`config.mk`:
```
export PLATFORM = sky130hd
export DESIGN_NAME = lfsr_prng
export DESIGN_NICKNAME = d
export VERILOG_FILES = /design/src/rtl/lfsr_prng.sv
export SDC_FILE = /design/constraint.sdc
export NUM_CORES = 1
export LEC_CHECK = 0
export ABC_AREA = 0
export ABC_CLOCK_PERIOD_IN_PS = 1400
export BUFFER_PORTS_ARGS = -buffer_cell sky130_fd_sc_hd__buf_2
export CORE_ASPECT_RATIO = 1.75
export CORE_MARGIN = 3
export CORE_UTILIZATION = 47
export CTS_CLUSTER_DIAMETER = 150
export DETAILED_ROUTE_END_ITERATION = 16
export HOLD_SLACK_MARGIN = 0.02
export PLACE_DENSITY = 0.84
export SLEW_MARGIN = 40
export SYNTH_ARGS = -nofsm -noshare
export SYNTH_HDL_FRONTEND = slang
export SYNTH_SLANG_ARGS = --single-unit
```
`constraint.sdc`:
```
create_clock -name i_clk_prng -period 1.4 [get_ports i_clk_prng]
set_input_delay 0.14 -clock i_clk_prng [delete_from_list [all_inputs] [get_ports i_clk_prng]]
set_output_delay 0.14 -clock i_clk_prng [all_outputs]
set_load 0.02 [all_outputs]
```
`src/rtl/lfsr_prng.sv`:
```
// Parametrised Fibonacci/Galois LFSR random source with seed load, valid/ready
// draw handshake, all-zero lockup recovery and return-to-seed marker.
module lfsr_prng #(
  parameter int          DW_PRNG  = 16,
  parameter logic [31:0] TAPS     = 32'h0000_B400,
  parameter int          MODE     = 0,
  parameter int          STEP     = 1,
  parameter logic [31:0] DEF_SEED = 32'h0000_0001
) (
  input  logic               i_clk_prng,
  input  logic               i_rst_prng,
  input  logic               i_load_prng,
  input  logic [DW_PRNG-1:0] i_seed_prng,
  input  logic               i_ready_prng,
  output logic               o_valid_prng,
  output logic [DW_PRNG-1:0] o_rnd_prng,
  output logic               o_lock_prng,
  output logic               o_hit_prng
);

  localparam logic [DW_PRNG-1:0] TAPS_M = TAPS[DW_PRNG-1:0];
  localparam logic [DW_PRNG-1:0] SEED_M = DEF_SEED[DW_PRNG-1:0];

  logic [DW_PRNG-1:0] state_q, state_d;
  logic [DW_PRNG-1:0] seed_q, seed_d;
  logic               valid_q, valid_d;
  logic               lock_q, lock_d;
  logic               hit_q, hit_d;

  logic [DW_PRNG-1:0] stepped;
  logic [DW_PRNG-1:0] drawn;
  logic [DW_PRNG-1:0] seed_in;
  logic               zero_step;
  logic               draw;

  function automatic logic [DW_PRNG-1:0] step1(input logic [DW_PRNG-1:0] s);
    logic [DW_PRNG-1:0] r;
    if (MODE == 0) begin
      r = {s[DW_PRNG-2:0], ^(s & TAPS_M)};
    end else begin
      r = (s >> 1) ^ (s[0] ? TAPS_M : '0);
    end
    return r;
  endfunction

  // STEP single steps unrolled into one combinational cone.
  always_comb begin
    stepped = state_q;
    for (int k = 0; k < STEP; k++) begin
      stepped = step1(stepped);
    end
  end

  // A zero intermediate stays zero under both structures, so testing the final value suffices.
  assign zero_step = (stepped == '0);
  assign drawn     = zero_step ? SEED_M : stepped;
  assign seed_in   = (i_seed_prng == '0) ? SEED_M : i_seed_prng;
  assign draw      = valid_q & i_ready_prng & ~i_load_prng;

  always_comb begin
    state_d = state_q;
    seed_d  = seed_q;
    valid_d = 1'b1;
    lock_d  = 1'b0;
    hit_d   = 1'b0;
    if (i_load_prng) begin
      state_d = seed_in;
      seed_d  = seed_in;
      valid_d = 1'b0;
      lock_d  = (i_seed_prng == '0);
    end else if (draw) begin
      state_d = drawn;
      lock_d  = zero_step;
      hit_d   = (drawn == seed_q);
    end
  end

  always_ff @(posedge i_clk_prng) begin
    if (i_rst_prng) begin
      state_q <= SEED_M;
      seed_q  <= SEED_M;
      valid_q <= 1'b0;
      lock_q  <= 1'b0;
      hit_q   <= 1'b0;
    end else begin
      state_q <= state_d;
      seed_q  <= seed_d;
      valid_q <= valid_d;
      lock_q  <= lock_d;
      hit_q   <= hit_d;
    end
  end

  assign o_valid_prng = valid_q;
  assign o_rnd_prng   = state_q;
  assign o_lock_prng  = lock_q;
  assign o_hit_prng   = hit_q;

endmodule

```
## Yosys cells after proc, flatten, opt, wreduce, memory -nomap -nowiden

Index checks and enable logic that the tools add are counted.

- Reduce and logical (&&, ||, !) cells: 5
- Bitwise operators: 4
- Equality and inequality tests: 1
- Mux-type cells: 7

Operators with widths:

| operator | count |
|---|---|
| two-way mux 16 bit | 4 |
| logical NOT 16 bit | 2 |
| == test 16 bit | 1 |
| parity 16 bit | 1 |
| two-way mux 1 bit | 3 |
| OR reduction 3 bit | 1 |
| AND 1 bit | 2 |
| inverter 1 bit | 2 |
| nonzero test 2 bit | 1 |

- Word-level logic and storage cells: 22
- Bits of input ports: 20
- Register bits after elaboration: 35

## Longest topological paths before layout

- Depth after elaboration: 5
- Gate-level depth with buffers: 5
- Gate-level depth less buffers: 4

## Worst setup path after synthesis

Ideal clock, no wire load.

- Kind: register to register
- From: register state_q[12], in the netlist o_rnd_prng[12]
- To: register hit_q, in the netlist o_hit_prng
- Data arrival time: 1.500 ns
- Setup time: 0.112 ns
- Slack: -0.213 ns
- Cell stages (with the launch flop): 5
- Data required time: 1.288 ns
- Path buffers: 0
- Path through: dfxtp_1 nor3_1 and4_4 or3_1 a2111oi_1

- Word-level cells in the longest chain between the ends: 4

Ends and longest elaborated chain:

| what | line | text |
|---|---|---|
| start: declaration | 24 | `logic [DW_PRNG-1:0] state_q, state_d;` |
| start signal: assignment | 86 | `state_q <= state_d;` |
| parity 16 bit | 39 | `r = {s[DW_PRNG-2:0], ^(s & TAPS_M)};` |
| logical NOT 16 bit | 55 | `assign zero_step = (stepped == '0);` |
| two-way mux 16 bit (*) | 56 | `assign drawn = zero_step ? SEED_M : stepped;` |
| == test 16 bit (*) | 74 | `hit_d = (drawn == seed_q);` |
| end signal: assignment | 90 | `hit_q <= hit_d;` |
| end: declaration | 28 | `logic hit_q, hit_d;` |

Mark *: on every way between the ends. The rest lies on a longest branch, timed or not.
A chain may end at the register's enable or synchronous reset.

## Worst setup path after layout

- From: register state_q[14], in the netlist o_rnd_prng[14]
- To: register hit_q, in the netlist o_hit_prng

- Word-level cells in the longest chain between the ends: 3

Ends and longest elaborated chain:

| what | line |
|---|---|
| logical NOT 16 bit | 55 |
| two-way mux 16 bit (*) | 56 |
| == test 16 bit (*) | 74 |

Marks and branches as above.

==> qor.yml <==
run_status:
  status: "complete, but fails checks"
  violations: "negative setup slack"
clocking:
  clock_path_buffers: 2
  cts_tree: "yes"
  clkLatencyLatePin_ps: 290
  htreeDepth: 2
  clk_pin_slew_worst_paths_ps: 70
  postCtsSetupBuffers: 0
  cts.sinks: 35
  numCtsBuffers: 5
  root_buffer: "clkbuf_8"
worst_setup_path:
  arrival_ps: 1620
  path_max_fanout: 4
  slowest_stage: "dfxtp_2"
  crit_path_cell_trace: "nor4_4, and4_4, o21ai_2, a2111oi_2"
  worst_setup_path_start_kind: "register"
  cp_top_family: "simple AND/OR/NAND/NOR gates"
  cp-end-kind: "register"
  crit_type: "reg -> reg"
  path_buf_inv: 0
  max_stage_delay_ps: 350
  cp.required_ps: 1600
cells_and_area:
  utilization_pct: 68.7
  drive_gt1_share_pct: 40.0
  diodes: 0
  seq_area_um2: 733
  syn2layout_area_growth_pct: 35.4
  fin_nets: 269
  instances_no_fill: 293
  fillers: 266
  multi_input_area_um2: 937
place:
  dp_slack_ps: -84.1
  globalplace.congestion: 0.839
  dp_cells: 285
  dp_hpwl_um: 3410
  port_buffers: 38
detailed_routing:
  drt_first_pass_iters: 5
  drt_wl_total_um: 4690
  avgRoutedWirePerCell_um: 16.0
  vias: 1656
  vias_per_cell: 5.65
  drc_errors: 0
  ant_nets: 0
  drt_iter0_drc: 81
timing:
  fin_tns_setup_ps: -18.4
  setup_ws_ps: -18.4
  fin_crit_sh_pct: 101
  hold_viol: 0
  slew_headroom_pct: 76.4
  fin_crit_ps: 1420
  fmax_mhz: 705
  rsz0062_at_grt: "true"
  finalClockSkew_ps: 3.44
  setup_violations: 1
  worstMarginPinSlew_ps: 354
  slew_viol_final: 0
logic_synthesis:
  yosysTopAreaCell: "dfxtp_1"
  ys_seq_area_share_pct: 42.6
  synth_area_leaders: "dfxtp_1 43%, mux2i_1 9.1%, nor2_1 7.1%, a311oi_1 6.9%, xnor2_1 5.9%"
  netlist_instances: 188
  synth_top_family_by_area: "simple AND/OR/NAND/NOR gates"
  synth_top_area_share_pct: 42.6
  synth_ff_type: "dfxtp_1"
  asyncSetResetFlopFracSynth_pct: 0
  syn_avg_cell_area_um2: 8.75
  synth_compound_area_share_pct: 10.6
  synthMuxAreaShare_pct: 9.13
  syn_area_um2: 1650
  synth_cell_types: 26
  synth-seq-cells: 35
  synth_edf_count: 0
  synth_nets: 208
  yosys.area_share.adder_pct: 0
  synthSimpleGateAreaFrac_pct: 23.7
  yosys_warnings: 0
  synth_xor_xnor_area_share_pct: 11.0
grt:
  track_usage_pct: 23.8
  grt_util_met2_pct: 40.0
  grt_pass1_wl_um: 7620
  grt_use_met1_pct: 27.0
  antenna_found_initial: 0
  grt_pass1_vias: 1582
  overflow: 0
  use_met3_pct: 6.39
  top_usage_layer: "met2"
  grt_max_degree: 35
power:
  seq_power_share_pct: 46.3
  sw_frac_of_total_pct: 28.3
  power.density_nw_per_um2: 1090
  pwr-share-clk_pct: 33.4
  power.leakage_nw: 0.969
  comb_power_share_pct: 20.3
  p_total_mw: 2.42
  power_switching_mw: 0.684
  internal-power_mw: 1.73
  vdd_ir_drop_max_uv: 843
min_path:
  hold_path.class: "in -> reg"
floorplanning:
  fp.dieW_um: 50.7
  fp.coreArea_um2: 3240
  io_pins: 39
  die-area_um2: 4270
  die_h_um: 84.3
  placementRows: 27
  start_util_pct: 50.7
run:
  cap_violations: 0
cell usage after synthesis, drive strengths merged (2+ instances only):
library cell / count
clkbuf: 10
nor2: 31
a21oi: 3
buf: 2
or3: 2
nand3b: 2
mux2i: 15
o21a: 2
xor2: 7
dfxtp: 35
a311oi: 13
xnor2: 12
nor4: 8
nand3: 14
or2: 2
nand4: 4
nand2: 19
state kept, by name (all words and copies together) (netlist names):
signal / flops
o_rnd_prng: 16
seed_q: 16
o_hit_prng: 1
o_lock_prng: 1
o_valid_prng: 1
layer usage:
layer	vias up	routed length, µm
li1	791	-
met1	782	1760
met2	68	2460
met3	15	309
met4	0	165
met5	-	0
cell families (layout without fill, tap and decap cells):
group,count (synthesis),count (layout)
simple gates,84,84
buf+inv,13,75
compound gates,22,22
flops,35,35
mux,15,15
xor+xnor,19,19
through the flow:
stage | cell area [µm²] | hold WS (ps)
3_5_place_dp | 2090 | 419
5_1_grt | 2230 | 123
2_1_floorplan | 1680 | 287
3_3_place_gp | 2090 | 412
6_report | 2230 | 119
4_1_cts | 2220 | 116
worst paths after layout:
check,cells past startpoint,to,startpoint,slack (ps)
worst max register to register,4,o_hit_prng,o_rnd_prng[14],-20
worst max-delay path,4,o_hit_prng,o_rnd_prng[14],-20
worst min register to register,2,seed_q[14],seed_q[14],480
worst min-delay path,3,seed_q[9],i_seed_prng[9],120
cell type report:
class	instances	area share, %
Multi-Input combinational cell	140	42.1
Sequential cell	35	32.9
Timing Repair Buffer	66	18.0
Clock buffer	8	4.49
Tap cell	43	2.41
Inverter	1	0.168
power groups by stage:
stage / Combinational [mW] / Clock, mW / Sequential (mW)
after floorplan: 0.216 / 0 / 1.18
after global placement: 0.467 / 0 / 1.13
after detailed placement: 0.472 / 0 / 1.13
after CTS: 0.486 / 0.816 / 1.12
after global routing: 0.531 / 0.865 / 1.13
final: 0.492 / 0.807 / 1.12
placed cells by master (no fill, tap or decap), types with 2 or more instances in the layout:
master / synthesis / layout
o21a_1: 2 / 2
a21oi_1: 3 / 3
nor4_1: 8 / 5
a311oi_1: 13 / 13
nand3b_1: 2 / 2
nor2_1: 31 / 31
dfxtp_2: 0 / 11
nand4_1: 4 / 4
nand2_1: 19 / 19
nand3_1: 14 / 14
xor2_1: 6 / 6
buf_4: 0 / 28
clkbuf_8: 0 / 7
dfxtp_4: 0 / 5
xnor2_1: 11 / 11
buf_2: 0 / 38
or3_1: 2 / 2
or2_2: 2 / 2
mux2i_1: 15 / 15
dfxtp_1: 35 / 19
nor4_2: 0 / 2
worst min-delay path, stage by stage:
cell and delay (ps):
buf_2 100, mux2i_1 70, nor2_1 70
timing repair:
item                                    CTS  global route
pin swaps                                 2             2
endpoints found under the setup margin    1             1
resized for setup                         7             1
hold buffers                              0             0
hold endpoints to repair                  0             0
Power figures use the tool's default switching activity.
